<file path="src/rtl/tcdm_cfi_pkg.sv">
// Shared types for the TCDM CFI responder: grant FSM states, CFI widths
// and the response bundle presented on the r_* channel.
package tcdm_cfi_pkg;

    localparam int CFI_DATA_WIDTH = 40;
    localparam int CFI_BE_WIDTH   = CFI_DATA_WIDTH / 8;

    typedef enum logic [0:0] {
        ST_IDLE  = 1'b0,
        ST_STALL = 1'b1
    } cfi_state_e;

    typedef struct packed {
        logic                      valid;
        logic                      opc;
        logic [CFI_DATA_WIDTH-1:0] rdata;
    } cfi_resp_t;

endpackage

</file>
<file path="src/rtl/tcdm_wait_counter.sv">
// Wait-state down-counter: loads a start value, decrements to zero and
// flags when zero has been reached.
module tcdm_wait_counter #(
    parameter int WIDTH = 3
) (
    input  logic             clk_i,
    input  logic             rst_i,
    input  logic             load_i,
    input  logic [WIDTH-1:0] load_val_i,
    input  logic             dec_i,
    output logic             zero_o
);

    logic [WIDTH-1:0] cnt_q;

    // Counter register: load has priority, decrement saturates at zero.
    always_ff @(posedge clk_i or posedge rst_i) begin
        if (rst_i) begin
            cnt_q <= '0;
        end else if (load_i) begin
            cnt_q <= load_val_i;
        end else if (dec_i && (cnt_q != '0)) begin
            cnt_q <= cnt_q - {{(WIDTH-1){1'b0}}, 1'b1};
        end else begin
            cnt_q <= cnt_q;
        end
    end

    assign zero_o = (cnt_q == '0);

endmodule

</file>
<file path="src/rtl/tcdm_cfi_responder.sv">
// TCDM slave with CFI tag bits: programmable grant wait states, SRAM
// port with one-cycle read latency, and out-of-range error responses.
module tcdm_cfi_responder
    import tcdm_cfi_pkg::*;
#(
    parameter int          DATA_WIDTH     = 40,
    parameter int          BE_WIDTH       = DATA_WIDTH / 8,
    parameter int          MEM_ADDR_WIDTH = 14,
    parameter logic [31:0] BASE_ADDR      = 32'h1C00_0000,
    parameter int          MAX_WAIT       = 7,
    parameter int          WS_W           = $clog2(MAX_WAIT + 1)
) (
    input  logic                      clk_i,
    input  logic                      rst_i,
    input  logic                      tcdm_req_i,
    input  logic [31:0]               tcdm_add_i,
    input  logic                      tcdm_wen_i,
    input  logic [DATA_WIDTH-1:0]     tcdm_wdata_i,
    input  logic [BE_WIDTH-1:0]       tcdm_be_i,
    output logic                      tcdm_gnt_o,
    output logic                      tcdm_r_valid_o,
    output logic [DATA_WIDTH-1:0]     tcdm_r_rdata_o,
    output logic                      tcdm_r_opc_o,
    input  logic [WS_W-1:0]           wait_states_i,
    output logic                      mem_req_o,
    output logic                      mem_we_o,
    output logic [MEM_ADDR_WIDTH-1:0] mem_addr_o,
    output logic [DATA_WIDTH-1:0]     mem_wdata_o,
    output logic [BE_WIDTH-1:0]       mem_be_o,
    input  logic [DATA_WIDTH-1:0]     mem_rdata_i
);

    localparam logic [31:0] NUM_WORDS = 32'd1 << MEM_ADDR_WIDTH;

    cfi_state_e  state_q, state_d;
    logic        gnt_s, load_s, dec_s, cnt_zero_s;
    logic [31:0] offset_s;
    logic        in_range_s;
    logic        valid_q, opc_q, rd_q;
    cfi_resp_t   resp_s;

    // Modulo-2^32 subtraction makes addresses below the base wrap out of range.
    assign offset_s   = tcdm_add_i - BASE_ADDR;
    assign in_range_s = ((offset_s >> 2) < NUM_WORDS);

    tcdm_wait_counter #(
        .WIDTH (WS_W)
    ) u_wait_counter (
        .clk_i      (clk_i),
        .rst_i      (rst_i),
        .load_i     (load_s),
        .load_val_i (wait_states_i - {{(WS_W-1){1'b0}}, 1'b1}),
        .dec_i      (dec_s),
        .zero_o     (cnt_zero_s)
    );

    // Grant / stall decision; a request dropped mid-stall is abandoned.
    always_comb begin
        gnt_s   = 1'b0;
        load_s  = 1'b0;
        dec_s   = 1'b0;
        state_d = state_q;
        case (state_q)
            ST_IDLE: begin
                if (tcdm_req_i && (wait_states_i == '0)) begin
                    gnt_s = 1'b1;
                end else if (tcdm_req_i) begin
                    load_s  = 1'b1;
                    state_d = ST_STALL;
                end else begin
                    state_d = ST_IDLE;
                end
            end
            ST_STALL: begin
                if (!tcdm_req_i) begin
                    state_d = ST_IDLE;
                end else if (cnt_zero_s) begin
                    gnt_s   = 1'b1;
                    state_d = ST_IDLE;
                end else begin
                    dec_s = 1'b1;
                end
            end
            default: begin
                state_d = ST_IDLE;
            end
        endcase
    end

    assign tcdm_gnt_o  = gnt_s & ~rst_i;
    assign mem_req_o   = tcdm_gnt_o & in_range_s;
    assign mem_we_o    = mem_req_o & ~tcdm_wen_i;
    assign mem_addr_o  = offset_s[MEM_ADDR_WIDTH+1:2];
    assign mem_wdata_o = tcdm_wdata_i;
    assign mem_be_o    = tcdm_be_i;

    // FSM state and response flags for the transaction granted last cycle.
    always_ff @(posedge clk_i or posedge rst_i) begin
        if (rst_i) begin
            state_q <= ST_IDLE;
            valid_q <= 1'b0;
            opc_q   <= 1'b0;
            rd_q    <= 1'b0;
        end else begin
            state_q <= state_d;
            valid_q <= tcdm_gnt_o;
            opc_q   <= tcdm_gnt_o & ~in_range_s;
            rd_q    <= tcdm_gnt_o & in_range_s & tcdm_wen_i;
        end
    end

    // Read data arrives from the SRAM in the response cycle itself.
    assign resp_s.valid = valid_q;
    assign resp_s.opc   = opc_q;
    assign resp_s.rdata = rd_q ? mem_rdata_i : '0;

    assign tcdm_r_valid_o = resp_s.valid;
    assign tcdm_r_opc_o   = resp_s.opc;
    assign tcdm_r_rdata_o = resp_s.rdata;

endmodule

</file>
<file path="config.mk">
export PLATFORM = sky130hd
export DESIGN_NAME = tcdm_cfi_responder
export DESIGN_NICKNAME = d
export VERILOG_FILES = /design/src/rtl/tcdm_cfi_pkg.sv /design/src/rtl/tcdm_wait_counter.sv /design/src/rtl/tcdm_cfi_responder.sv
export SDC_FILE = /design/constraint.sdc
export NUM_CORES = 1
export LEC_CHECK = 0
export BUFFER_PORTS_ARGS = -buffer_cell sky130_fd_sc_hd__buf_2
export CAP_MARGIN = 15
export CORE_AREA = 4 4 86 88
export DETAILED_ROUTE_END_ITERATION = 8
export DIE_AREA = 0 0 90 92
export PLACE_DENSITY = 0.64
export SETUP_SLACK_MARGIN = 0.1
export SYNTH_ARGS = -nofsm -noshare
export SYNTH_HDL_FRONTEND = slang
export SYNTH_SLANG_ARGS = --single-unit
</file>
<file path="constraint.sdc">
create_clock -name clk_i -period 2.25 [get_ports clk_i]
set_clock_uncertainty 0.2 [all_clocks]
set_input_delay 0.45 -clock clk_i [delete_from_list [all_inputs] [get_ports clk_i]]
set_output_delay 0.45 -clock clk_i [all_outputs]
set_load 0.005 [all_outputs]
</file>
==> impl_metrics.prom, run 1 <==
# TYPE chip_impl_metric gauge
chip_impl_metric{name="worst-endpoint-arrival",unit="ns"} 1.42
chip_impl_metric{name="antenna-diode-count",unit=""} 0
chip_impl_metric{name="detail_route.wl_per_cell",unit="um"} 10.7
chip_impl_metric{name="die_area",unit="um^2"} 8280
chip_impl_info{name="critical_path.reg2reg.endpoint",value="u_wait_counter.cnt_q[2]$_DFFE_PP0P_"} 1
chip_impl_metric{name="critical_path_peak_fanout",unit=""} 5
chip_impl_metric{name="drive_gt1_frac",unit=""} 0.610
chip_impl_metric{name="gr-total-overflow",unit=""} 0
chip_impl_metric{name="ctsLongestPathBuffers",unit=""} 2
chip_impl_metric{name="final_nets",unit=""} 326
chip_impl_metric{name="cts.sinks",unit=""} 7
chip_impl_info{name="synth_top_family_by_area",value="buffers and inverters"} 1
chip_impl_metric{name="peakVddDrop",unit="mV"} 0.213
chip_impl_metric{name="rrSetupSlack",unit="ns"} 0.41
chip_impl_metric{name="synthCells",unit=""} 149
chip_impl_metric{name="synthesis.area_per_instance",unit="um^2"} 7.99
chip_impl_metric{name="critPathRequiredTime",unit="ns"} 1.60
chip_impl_metric{name="relSlewSlack",unit=""} 0.783
chip_impl_metric{name="grt_util_all_layers",unit=""} 0.0661
chip_impl_metric{name="finalSetupTns",unit="ns"} 0
chip_impl_metric{name="mappedNetlistNets",unit=""} 274
chip_impl_info{name="rsz_0062_raised_after_global_routing",value="yes"} 1
chip_impl_metric{name="clk_transition_reported_paths",unit="ns"} 0.04
chip_impl_metric{name="yosys_register_bits",unit=""} 7
chip_impl_metric{name="gp_congestion",unit=""} 0.716
chip_impl_metric{name="placed_wire_length_estimate_after_detailed_placement",unit="mm"} 2.63
chip_impl_metric{name="dr.first_iter.drc_count",unit=""} 5
chip_impl_info{name="critPathCaptureType",value="output pin"} 1
chip_impl_metric{name="setup-violations-final",unit=""} 0
chip_impl_metric{name="numCtsBuffers",unit=""} 3
chip_impl_metric{name="area_growth_syn_to_fin",unit="%"} 21.1
chip_impl_metric{name="finalWorstSetupSlack",unit="ns"} 0.177
chip_impl_info{name="worst_setup_path_startpoint",value="u_wait_counter.cnt_q[0]$_DFFE_PP0P_"} 1
chip_impl_metric{name="synth_enable_flop_cells",unit=""} 0
chip_impl_metric{name="p_leak",unit="nW"} 0.853
chip_impl_metric{name="period_share",unit=""} 0.921
chip_impl_metric{name="seq_area_frac_synth",unit=""} 0.147
chip_impl_metric{name="initial_utilization",unit=""} 0.179
chip_impl_metric{name="post_synth_num_cell_types",unit=""} 28
chip_impl_metric{name="via_count_of_the_first_global_routing_pass",unit=""} 1007
chip_impl_metric{name="die_h",unit="um"} 92
chip_impl_metric{name="route.detailed.drc",unit=""} 0
chip_impl_metric{name="floorplan.io_pins",unit=""} 228
chip_impl_metric{name="total_length_of_routed_wires",unit="mm"} 3.00
chip_impl_info{name="hold_path.class",value="input pin to asynchronous set/reset pin"} 1
chip_impl_info{name="master_cell_of_the_clock_root_buffer",value="sky130_fd_sc_hd__clkbuf_8"} 1
chip_impl_info{name="tritoncts",value="yes"} 1
chip_impl_metric{name="drv_cap",unit=""} 0
chip_impl_metric{name="muxShareOfSynthArea",unit=""} 0
chip_impl_metric{name="grt_first_pass_wirelength",unit="mm"} 4.60
chip_impl_metric{name="synth-compound-area-share",unit=""} 0.0883
chip_impl_metric{name="synth_xor_xnor_area_share",unit=""} 0
chip_impl_info{name="setup.worst_path.start_class",value="flip-flop"} 1
chip_impl_metric{name="ant_nets",unit=""} 0
chip_impl_info{name="status",value="completed"} 1
chip_impl_metric{name="maxSlewViolCount",unit=""} 0
chip_impl_metric{name="ctsHoldBuffers",unit=""} 0
chip_impl_metric{name="grt_antenna_before_repair",unit=""} 0
chip_impl_info{name="timing_worst_setup_path_type",value="flip-flop to output pin"} 1
chip_impl_metric{name="number_of_h_tree_branching_levels",unit=""} 1
chip_impl_metric{name="via_per_inst",unit=""} 3.88
chip_impl_metric{name="yosys_warnings",unit=""} 0
chip_impl_metric{name="coreArea",unit="um^2"} 6640
chip_impl_metric{name="routed-via-count",unit=""} 1085
chip_impl_metric{name="syn-cell-area",unit="um^2"} 1190
chip_impl_metric{name="length_of_the_first_detailed_routing_pass_in_iterations",unit=""} 2
chip_impl_metric{name="hold_viol",unit=""} 0
chip_impl_metric{name="synthAdderAreaFrac",unit=""} 0.0105
chip_impl_metric{name="timing_worst_slew_pin_value",unit="ns"} 0.323
chip_impl_metric{name="grt_max_degree",unit=""} 41
chip_impl_metric{name="num_rows",unit=""} 30
chip_impl_metric{name="rr_worst_depth",unit=""} 7
chip_impl_metric{name="synth-simple-area-share",unit=""} 0.353
chip_impl_metric{name="power.total",unit="W"} 0.000576
chip_impl_metric{name="fmax",unit="GHz"} 0.482
chip_impl_info{name="rr_startpoint",value="state_q$_DFF_PP0_"} 1
chip_impl_metric{name="placement.setup.worst_slack",unit="ns"} 0.192
chip_impl_metric{name="worst_skew_pair.late_latency",unit="ns"} 0.23
chip_impl_metric{name="die_x",unit="um"} 90
chip_impl_metric{name="postSynth.asyncResetShare",unit=""} 1.00
chip_impl_info{name="synth_ff_type",value="sky130_fd_sc_hd__dfrtp_1"} 1
chip_impl_metric{name="pwr_density_cell",unit="nW/um^2"} 399
chip_impl_metric{name="final_period_minus_worst_setup_slack",unit="ns"} 2.07
chip_impl_metric{name="io_buffers",unit=""} 107
-- final cells by class --
class	instances	area, um^2
fill	736	5200
timing repair buffer	110	558
multi-input combinational	74	543
sequential	7	176
tap	80	100
clock buffer	4	45.0
inverter	5	18.8
-- registers in the layout, indices dropped and copies added (netlist names) --
register and count:
rd_q 1, u_wait_counter.cnt_q 3, state_q 1, tcdm_r_opc_o 1, tcdm_r_valid_o 1
-- routing by layer --
metal,GRT usage,vias up,part of all wire
met1,0.0568,455,0.32
met4,0.0293,0,0.017
met3,0.0509,7,0.18
met2,0.114,101,0.48
li1,-,522,-
met5,0,-,0
-- worst max path at each step --
stage                     to  cells past startpoint
floorplan           mem_we_o                      3
finish              mem_we_o                      4
global placement    mem_we_o                      5
detailed placement  mem_we_o                      5
global route        mem_we_o                      4
CTS                 mem_we_o                      4
-- cells in the mapped netlist, drive strengths merged (2+ instances only) --
| library cell | instances | share of area |
|---|---|---|
| buf | 59 | 0.37 |
| and2 | 41 | 0.22 |
| dfrtp | 7 | 0.15 |
| inv | 5 | 0.016 |
| clkbuf | 4 | 0.013 |
| o21ai | 4 | 0.017 |
| nand3b | 3 | 0.019 |
| nor2 | 3 | 0.0095 |
| nor4 | 3 | 0.028 |
| a22oi | 2 | 0.013 |
| nor2b | 2 | 0.011 |
| nor3 | 2 | 0.0084 |
| nor4b | 2 | 0.027 |
| o211ai | 2 | 0.021 |
-- report_power, final --
part	total [W]	switching, W	internal (W)	leakage (nW)
Sequential	0.000195	0.0000391	0.000156	0.0886
Combinational	0.000203	0.0000839	0.000119	0.742
Clock	0.000178	0.0000551	0.000123	0.0228
Total	0.000576	0.000178	0.000398	0.853
-- cells in the final DEF (no fill, tap or decap), types with 2 or more instances in the layout --
cell	n
sky130_fd_sc_hd__nand3b_1	3
sky130_fd_sc_hd__o21ai_0	3
sky130_fd_sc_hd__dfrtp_1	6
sky130_fd_sc_hd__inv_1	4
sky130_fd_sc_hd__a22oi_1	2
sky130_fd_sc_hd__nor4_1	2
sky130_fd_sc_hd__clkbuf_8	3
sky130_fd_sc_hd__buf_2	107
sky130_fd_sc_hd__o211ai_2	2
sky130_fd_sc_hd__nor2_1	3
sky130_fd_sc_hd__and2_1	41
sky130_fd_sc_hd__buf_4	3
sky130_fd_sc_hd__nor2b_1	2
-- metrics by stage --
step / instances / cell area (um^2) / utilization / hold WS [ns]
floorplan: 149 / 1190 / - / 0.0686
global placement: 276 / 1390 / 0.209 / 0.264
detailed placement: 276 / 1390 / 0.209 / 0.274
CTS: 280 / 1440 / 0.216 / 0.0300
global route: 280 / 1440 / 0.217 / 0.0521
finish: 280 / 1440 / 0.217 / 0.0324
-- cell families after synthesis --
family / after synthesis
AOI/OAI and AO/OA: 12
buffers and inverters: 68
and+or+nand+nor: 61
adders and majority gates: 1
DFF: 7
-- critical path: stages (launching register included) --
cell	delay [ns]
sky130_fd_sc_hd__dfrtp_1	0.41
sky130_fd_sc_hd__nor4b_4	0.32
sky130_fd_sc_hd__o211ai_2	0.17
sky130_fd_sc_hd__nor3_2	0.17
sky130_fd_sc_hd__buf_2	0.13
-- repair_timing --
item | CTS | global route
buffers inserted | 0 | 0
hold endpoints to repair | 0 | 0
setup endpoints to repair | 1 | 1
gates resized for setup | 1 | 1
pin swaps | 0 | 3
No activity file was read; power rests on OpenSTA's default activity.
==> run 2: changes to the inputs <==
==> constraint.sdc (replaced) <==
create_clock -name clk_i -period 2.4 [get_ports clk_i]
set_clock_uncertainty 0.2 [all_clocks]
set_input_delay 0.48 -clock clk_i [delete_from_list [all_inputs] [get_ports clk_i]]
set_output_delay 0.48 -clock clk_i [all_outputs]
set_load 0.005 [all_outputs]
==> impl_metrics.prom, run 2 (same netlist as run 1, synthesis figures left out) <==
# TYPE chip_impl_metric gauge
chip_impl_metric{name="cts.sinks",unit=""} 7
chip_impl_metric{name="final_cells",unit=""} 279
chip_impl_metric{name="relSlewSlack",unit=""} 0.786
chip_impl_info{name="crit_slowest_cell",value="sky130_fd_sc_hd__dfrtp_1"} 1
chip_impl_metric{name="ant_nets",unit=""} 0
chip_impl_info{name="tritoncts",value="yes"} 1
chip_impl_metric{name="worst_path_largest_cell_delay",unit="ns"} 0.45
chip_impl_metric{name="num_rows",unit=""} 30
chip_impl_metric{name="area_growth_syn_to_fin",unit="%"} 20.0
chip_impl_info{name="rsz_0062_raised_after_global_routing",value="no"} 1
chip_impl_info{name="setup.worst_path.start_class",value="flip-flop"} 1
chip_impl_info{name="path_delay_family",value="simple AND/OR/NAND/NOR gates"} 1
chip_impl_info{name="hold_path.class",value="input pin to asynchronous set/reset pin"} 1
chip_impl_metric{name="largest_reg_flops",unit=""} 3
chip_impl_metric{name="drv_cap",unit=""} 0
chip_impl_metric{name="peakVddDrop",unit="mV"} 0.238
chip_impl_metric{name="grt_first_pass_wirelength",unit="mm"} 4.74
chip_impl_metric{name="worst_skew_pair.late_latency",unit="ns"} 0.22
chip_impl_metric{name="die_h",unit="um"} 92
chip_impl_metric{name="gp_congestion",unit=""} 0.658
chip_impl_metric{name="critical_path_peak_fanout",unit=""} 7
chip_impl_metric{name="final_nets",unit=""} 325
chip_impl_metric{name="critPathRequiredTime",unit="ns"} 1.72
chip_impl_metric{name="worst-endpoint-arrival",unit="ns"} 1.50
chip_impl_metric{name="maxSlewViolCount",unit=""} 0
chip_impl_metric{name="post_cts_resized",unit=""} 0
chip_impl_metric{name="grt_util_all_layers",unit=""} 0.0676
chip_impl_metric{name="number_of_h_tree_branching_levels",unit=""} 1
chip_impl_metric{name="final_period_minus_worst_setup_slack",unit="ns"} 2.18
chip_impl_metric{name="grt_max_degree",unit=""} 41
chip_impl_metric{name="cp.buffers_inverters",unit=""} 1
chip_impl_metric{name="hold_viol",unit=""} 0
chip_impl_metric{name="via_per_inst",unit=""} 3.91
chip_impl_info{name="critical_path_cell_sequence",value="nor4_4 > o211ai_2 > nor3_1 > buf_2"} 1
chip_impl_info{name="critPathCaptureType",value="output pin"} 1
chip_impl_metric{name="antenna-diode-count",unit=""} 0
chip_impl_info{name="master_cell_of_the_clock_root_buffer",value="sky130_fd_sc_hd__clkbuf_8"} 1
chip_impl_metric{name="timing_worst_slew_pin_value",unit="ns"} 0.317
chip_impl_info{name="timing_worst_setup_path_type",value="flip-flop to output pin"} 1
chip_impl_metric{name="numCtsBuffers",unit=""} 3
chip_impl_metric{name="die_area",unit="um^2"} 8280
chip_impl_metric{name="finalSetupTns",unit="ns"} 0
chip_impl_metric{name="fmax",unit="GHz"} 0.458
chip_impl_info{name="status",value="completed"} 1
chip_impl_metric{name="initial_utilization",unit=""} 0.179
chip_impl_metric{name="io_buffers",unit=""} 107
chip_impl_metric{name="route.detailed.drc",unit=""} 0
chip_impl_metric{name="via_count_of_the_first_global_routing_pass",unit=""} 1068
chip_impl_metric{name="gr-total-overflow",unit=""} 0
chip_impl_metric{name="post-cts-setup-buffers",unit=""} 0
chip_impl_metric{name="setup-violations-final",unit=""} 0
chip_impl_metric{name="coreArea",unit="um^2"} 6640
chip_impl_metric{name="period_share",unit=""} 0.909
chip_impl_info{name="mostFrequentLayoutCell",value="sky130_fd_sc_hd__buf_2"} 1
chip_impl_info{name="mostFrequentLayoutCells",value="sky130_fd_sc_hd__buf_2, sky130_fd_sc_hd__and2_1, sky130_fd_sc_hd__dfrtp_1"} 1
chip_impl_metric{name="n_fill_cell",unit=""} 752
chip_impl_metric{name="ctsLongestPathBuffers",unit=""} 2
chip_impl_metric{name="multiInputGateArea",unit="um^2"} 538
chip_impl_metric{name="seq_area",unit="um^2"} 175
chip_impl_metric{name="die_x",unit="um"} 90
chip_impl_metric{name="drive_gt1_frac",unit=""} 0.598
chip_impl_metric{name="routed-via-count",unit=""} 1092
chip_impl_metric{name="clk_transition_reported_paths",unit="ns"} 0.04
chip_impl_metric{name="p_leak",unit="nW"} 0.849
chip_impl_metric{name="timing.hold.ws",unit="ns"} 0.0625
chip_impl_metric{name="pwr_density_cell",unit="nW/um^2"} 376
chip_impl_metric{name="placed_wire_length_estimate_after_detailed_placement",unit="mm"} 2.69
chip_impl_metric{name="dp.cells",unit=""} 275
chip_impl_metric{name="floorplan.io_pins",unit=""} 228
chip_impl_metric{name="detail_route.wl_per_cell",unit="um"} 10.9
chip_impl_metric{name="total_length_of_routed_wires",unit="mm"} 3.03
chip_impl_metric{name="dr.first_iter.drc_count",unit=""} 14
chip_impl_info{name="largest-register",value="u_wait_counter.cnt_q"} 1
chip_impl_metric{name="grt_antenna_before_repair",unit=""} 0
chip_impl_metric{name="ctsHoldBuffers",unit=""} 0
chip_impl_metric{name="length_of_the_first_detailed_routing_pass_in_iterations",unit=""} 4
==> run 2: cell types whose count changed in the layout (fill, tap and decap cells not counted), sizes merged <==
cell  change
buf       -1
==> run 2: cell type report <==
type	count	share of cell area
Multi-Input combinational cell	74	0.377
Sequential cell	7	0.123
Inverter	5	0.0131
Clock buffer	4	0.0316
Timing Repair Buffer	109	0.386
Tap cell	80	0.0701
==> run 2: stage by stage <==
step                      area, um^2  utilization  setup WS (ns)  total power, W
after floorplan                 1190            -          0.560        0.000375
after global routing            1430        0.215          0.118        0.000575
final                           1430        0.215          0.217        0.000537
after detailed placement        1380        0.208          0.237        0.000376
after global placement          1380        0.208          0.234        0.000371
after CTS                       1430        0.215          0.192        0.000546
==> run 2: path summary, 6_finish.rpt <==
| check | end | slack [ns] | cells after the start | start |
|---|---|---|---|---|
| setup / recovery | mem_we_o | 0.22 | 4 | state_q$_DFF_PP0_ |
| hold / removal | tcdm_r_opc_o$_DFF_PP0_ | 0.06 | 3 | rst_i |
| setup reg to reg | u_wait_counter.cnt_q[2]$_DFFE_PP0P_ | 0.48 | 7 | state_q$_DFF_PP0_ |
| hold reg to reg | u_wait_counter.cnt_q[1]$_DFFE_PP0P_ | 0.41 | 2 | u_wait_counter.cnt_q[1]$_DFFE_PP0P_ |
| max in group asynchronous | u_wait_counter.cnt_q[0]$_DFFE_PP0P_ | 1.82 | 3 | rst_i |
| min in group clk_i | rd_q$_DFF_PP0_ | 0.29 | 3 | tcdm_wen_i |
==> run 2: layer usage <==
metal / GRT usage / share of wire / vias up
li1: - / - / 519
met1: 0.0599 / 0.33 / 461
met2: 0.119 / 0.48 / 105
met3: 0.0492 / 0.17 / 7
met4: 0.0242 / 0.016 / 0
met5: 0 / 0 / -
==> run 2: power by group <==
part / total, W / internal (W) / switching, W / leakage [nW]
Clock: 0.000164 / 0.000115 / 0.0000490 / 0.0228
Combinational: 0.000190 / 0.000110 / 0.0000797 / 0.736
Sequential: 0.000184 / 0.000146 / 0.0000378 / 0.0897
==> run 2: worst min-delay path, stage by stage <==
cell and delay (ns):
sky130_fd_sc_hd__buf_2 0.10, sky130_fd_sc_hd__inv_1 0.08, sky130_fd_sc_hd__buf_4 0.17
==> run 3: changes to the inputs <==
--- a/config.mk
+++ b/config.mk
@@ -7,11 +7,12 @@
 export LEC_CHECK = 0
 export BUFFER_PORTS_ARGS = -buffer_cell sky130_fd_sc_hd__buf_2
 export CAP_MARGIN = 15
-export CORE_AREA = 4 4 86 88
+export CORE_AREA = 4 4 87 89
 export DETAILED_ROUTE_END_ITERATION = 8
-export DIE_AREA = 0 0 90 92
-export PLACE_DENSITY = 0.64
+export DIE_AREA = 0 0 91 93
+export PLACE_DENSITY = 0.63
 export SETUP_SLACK_MARGIN = 0.1
 export SYNTH_ARGS = -nofsm -noshare
 export SYNTH_HDL_FRONTEND = slang
+export SYNTH_HIERARCHICAL = 1
 export SYNTH_SLANG_ARGS = --single-unit
==> impl_metrics.prom, run 3 <==
# TYPE chip_impl_metric gauge
chip_impl_metric{name="synth_largest_type_area_fraction",unit=""} 0.364
chip_impl_metric{name="multiInputGateArea",unit="um^2"} 581
chip_impl_metric{name="sequentialPowerShare",unit=""} 0.267
chip_impl_metric{name="n_fill_cell",unit=""} 745
chip_impl_metric{name="total_switching_power",unit="W"} 0.000196
chip_impl_metric{name="drv_cap",unit=""} 0
chip_impl_info{name="timing_worst_setup_path_type",value="input pin to output pin"} 1
chip_impl_metric{name="cts.sinks",unit=""} 7
chip_impl_info{name="mostFrequentLayoutCell",value="sky130_fd_sc_hd__buf_2"} 1
chip_impl_metric{name="maxSlewViolCount",unit=""} 0
chip_impl_metric{name="period_share",unit=""} 0.920
chip_impl_metric{name="synth_enable_flop_cells",unit=""} 0
chip_impl_info{name="yosys.cell_count.top_type",value="sky130_fd_sc_hd__buf_4"} 1
chip_impl_metric{name="antenna-diode-count",unit=""} 0
chip_impl_metric{name="power.total",unit="W"} 0.000644
chip_impl_info{name="master_cell_of_the_clock_root_buffer",value="sky130_fd_sc_hd__clkbuf_8"} 1
chip_impl_metric{name="via_per_inst",unit=""} 3.95
chip_impl_metric{name="gp_congestion",unit=""} 0.753
chip_impl_metric{name="die_area",unit="um^2"} 8460
chip_impl_metric{name="largest_reg_flops",unit=""} 3
chip_impl_info{name="synth_common_cells",value="sky130_fd_sc_hd__buf_4, sky130_fd_sc_hd__and2_1, sky130_fd_sc_hd__inv_1"} 1
chip_impl_metric{name="detail_route.wl_per_cell",unit="um"} 11.9
chip_impl_metric{name="grt_first_pass_wirelength",unit="mm"} 5.04
chip_impl_metric{name="yosys_warnings",unit=""} 6
chip_impl_metric{name="p_leak",unit="nW"} 0.925
chip_impl_metric{name="die_x",unit="um"} 91
chip_impl_metric{name="num_rows",unit=""} 30
chip_impl_metric{name="rr_worst_depth",unit=""} 7
chip_impl_metric{name="number_of_h_tree_branching_levels",unit=""} 1
chip_impl_metric{name="final_period_minus_worst_setup_slack",unit="ns"} 2.21
chip_impl_metric{name="area_growth_syn_to_fin",unit="%"} 26.1
chip_impl_metric{name="seq_area_frac_synth",unit=""} 0.144
chip_impl_metric{name="floorplan.io_pins",unit=""} 228
chip_impl_metric{name="dr.first_iter.drc_count",unit=""} 12
chip_impl_metric{name="via_count_of_the_first_global_routing_pass",unit=""} 1068
chip_impl_metric{name="peakVddDrop",unit="mV"} 0.338
chip_impl_metric{name="seq_area",unit="um^2"} 175
chip_impl_metric{name="final_nets",unit=""} 335
chip_impl_metric{name="yosys_register_bits",unit=""} 7
chip_impl_metric{name="gr-total-overflow",unit=""} 0
chip_impl_info{name="synth_ff_type",value="sky130_fd_sc_hd__dfrtp_1"} 1
chip_impl_info{name="setup.worst_path.start_class",value="input pin"} 1
chip_impl_metric{name="worst-endpoint-arrival",unit="ns"} 1.53
chip_impl_metric{name="worst_skew_pair.late_latency",unit="ns"} 0.23
chip_impl_metric{name="setup-violations-final",unit=""} 0
chip_impl_metric{name="switching_share",unit=""} 0.304
chip_impl_info{name="largest-register",value="u_wait_counter/cnt_q"} 1
chip_impl_metric{name="power_report.internal_total",unit="W"} 0.000448
chip_impl_metric{name="drive_gt1_frac",unit=""} 0.631
chip_impl_metric{name="post_synth_num_cell_types",unit=""} 25
chip_impl_metric{name="ctsLongestPathBuffers",unit=""} 2
chip_impl_metric{name="io_buffers",unit=""} 107
chip_impl_metric{name="initial_utilization",unit=""} 0.180
chip_impl_metric{name="synthesis.area_per_instance",unit="um^2"} 8.01
chip_impl_info{name="mostFrequentLayoutCells",value="sky130_fd_sc_hd__buf_2, sky130_fd_sc_hd__and2_1, sky130_fd_sc_hd__inv_1"} 1
chip_impl_info{name="critPathCaptureType",value="output pin"} 1
chip_impl_metric{name="grt_util_all_layers",unit=""} 0.0722
chip_impl_metric{name="grt_antenna_before_repair",unit=""} 0
chip_impl_info{name="status",value="completed"} 1
chip_impl_metric{name="power.combinational.fraction",unit=""} 0.478
chip_impl_metric{name="fmax",unit="GHz"} 0.453
chip_impl_metric{name="clk_transition_reported_paths",unit="ns"} 0.04
chip_impl_metric{name="postSynth.asyncResetShare",unit=""} 1.00
chip_impl_metric{name="route.detailed.drc",unit=""} 0
chip_impl_info{name="netlist_top_cells_area",value="sky130_fd_sc_hd__buf_4, sky130_fd_sc_hd__and2_1, sky130_fd_sc_hd__dfrtp_1, sky130_fd_sc_hd__ha_1, sky130_fd_sc_hd__inv_1"} 1
chip_impl_metric{name="relSlewSlack",unit=""} 0.710
chip_impl_metric{name="coreArea",unit="um^2"} 6760
chip_impl_metric{name="numCtsBuffers",unit=""} 3
chip_impl_metric{name="critPathRequiredTime",unit="ns"} 1.72
chip_impl_metric{name="pwr_density_cell",unit="nW/um^2"} 420
chip_impl_metric{name="min_path_cells",unit=""} 2
chip_impl_metric{name="placed_wire_length_estimate_after_detailed_placement",unit="mm"} 2.82
chip_impl_metric{name="synthCells",unit=""} 152
chip_impl_metric{name="clkPwrFrac",unit=""} 0.255
chip_impl_info{name="tritoncts",value="yes"} 1
chip_impl_metric{name="length_of_the_first_detailed_routing_pass_in_iterations",unit=""} 3
chip_impl_info{name="rsz_0062_raised_after_global_routing",value="no"} 1
chip_impl_metric{name="mappedNetlistNets",unit=""} 280
chip_impl_metric{name="timing_worst_slew_pin_value",unit="ns"} 0.434
chip_impl_metric{name="hold_viol",unit=""} 0
chip_impl_info{name="hold_path.class",value="input pin to flip-flop"} 1
chip_impl_metric{name="routed-via-count",unit=""} 1130
chip_impl_metric{name="critical_path_peak_fanout",unit=""} 4
chip_impl_metric{name="finalSetupTns",unit="ns"} 0
chip_impl_metric{name="die_h",unit="um"} 93
chip_impl_metric{name="syn-cell-area",unit="um^2"} 1220
chip_impl_metric{name="grt_max_degree",unit=""} 40
chip_impl_metric{name="ant_nets",unit=""} 0
chip_impl_metric{name="total_length_of_routed_wires",unit="mm"} 3.41
chip_impl_info{name="synth.largest_area_cell",value="sky130_fd_sc_hd__buf_4"} 1
==> run 3: cell types whose count changed in the layout (fill, tap and decap cells not counted), moves of 3 or more <==
cell | previous run | this run
sky130_fd_sc_hd__a221o_1 | 0 | 3
sky130_fd_sc_hd__buf_4 | 2 | 5
sky130_fd_sc_hd__ha_4 | 0 | 3
sky130_fd_sc_hd__inv_1 | 4 | 8
sky130_fd_sc_hd__nand3b_1 | 3 | 0
sky130_fd_sc_hd__o21ai_0 | 3 | 0
==> run 3: worst paths after layout <==
path                                                       end  slack [ns]                                 from
setup / recovery                                      mem_we_o        0.19                     wait_states_i[0]
hold / removal                                  rd_q$_DFF_PP0_        0.34                           tcdm_wen_i
min in group asynchronous  u_wait_counter/cnt_q[2]$_DFFE_PP0P_        0.46                                rst_i
hold reg to reg            u_wait_counter/cnt_q[2]$_DFFE_PP0P_        0.45  u_wait_counter/cnt_q[2]$_DFFE_PP0P_
max in group asynchronous             tcdm_r_valid_o$_DFF_PP0_        1.20                                rst_i
setup reg to reg           u_wait_counter/cnt_q[2]$_DFFE_PP0P_        0.55  u_wait_counter/cnt_q[0]$_DFFE_PP0P_
==> run 3: worst max-delay path: stages <==
cell and delay (ns):
sky130_fd_sc_hd__buf_2 0.10, sky130_fd_sc_hd__inv_1 0.08, sky130_fd_sc_hd__ha_2 0.19, sky130_fd_sc_hd__ha_4 0.14, sky130_fd_sc_hd__mux2i_2 0.07, sky130_fd_sc_hd__nand3b_4 0.18
sky130_fd_sc_hd__nor3_2 0.17, sky130_fd_sc_hd__buf_2 0.13
==> run 3: cells by family (layout without fill, tap and decap cells) <==
logic type      count (synthesis)  in the layout  share of synthesized area
buf+inv                        75            129                      0.419
simple gates                   62             62                      0.363
flops                           7              7                      0.144
fa+ha+maj                       4              4                     0.0411
compound gates                  3              3                     0.0247
mux                             1              1                    0.00822
==> run 3: what timing repair did <==
| item | 4_1_cts | 5_1_grt |
|---|---|---|
| buffers inserted | 0 | 3 |
| gates cloned | 0 | 0 |
| setup endpoints to repair | 3 | 3 |
| resized for setup | 3 | 8 |
| hold endpoints to repair | 7 | 0 |
| pin swaps | 0 | 1 |
| hold buffers | 2 | 0 |
==> run 3: final cells by class <==
cell class	instances	area share
sequential	7	0.114
inverter	11	0.0269
tap	80	0.0652
timing repair buffer	114	0.386
clock buffer	4	0.0293
multi-input combinational	70	0.378
==> run 3: power groups by stage <==
stage / Clock, W / Combinational (W) / Sequential, W
after floorplan: 0 / 0.000221 / 0.000165
after global placement: 0 / 0.000211 / 0.000171
after detailed placement: 0 / 0.000223 / 0.000168
after CTS: 0.000166 / 0.000252 / 0.000170
after global routing: 0.000177 / 0.000343 / 0.000178
final: 0.000164 / 0.000308 / 0.000172
==> run 3: layer usage <==
| layer | vias up | global-route usage | share of wire | wire length (um) |
|---|---|---|---|---|
| met2 | 104 | 0.110 | 0.45 | 1540 |
| li1 | 526 | - | - | - |
| met3 | 14 | 0.0563 | 0.18 | 615 |
| met5 | - | 0 | 0 | 0 |
| met1 | 486 | 0.0761 | 0.35 | 1190 |
| met4 | 0 | 0.0239 | 0.022 | 76 |
==> run 3: stage by stage <==
step	cell area (um^2)	hold WS, ns	cells	setup WS (ns)	utilization
after floorplan	1220	0.0336	152	0.361	-
after global placement	1400	0.169	277	0.149	0.207
after detailed placement	1400	0.169	277	0.107	0.207
after CTS	1480	0.332	283	0.114	0.219
after global routing	1540	0.363	286	0.0927	0.227
final	1540	0.340	286	0.193	0.227
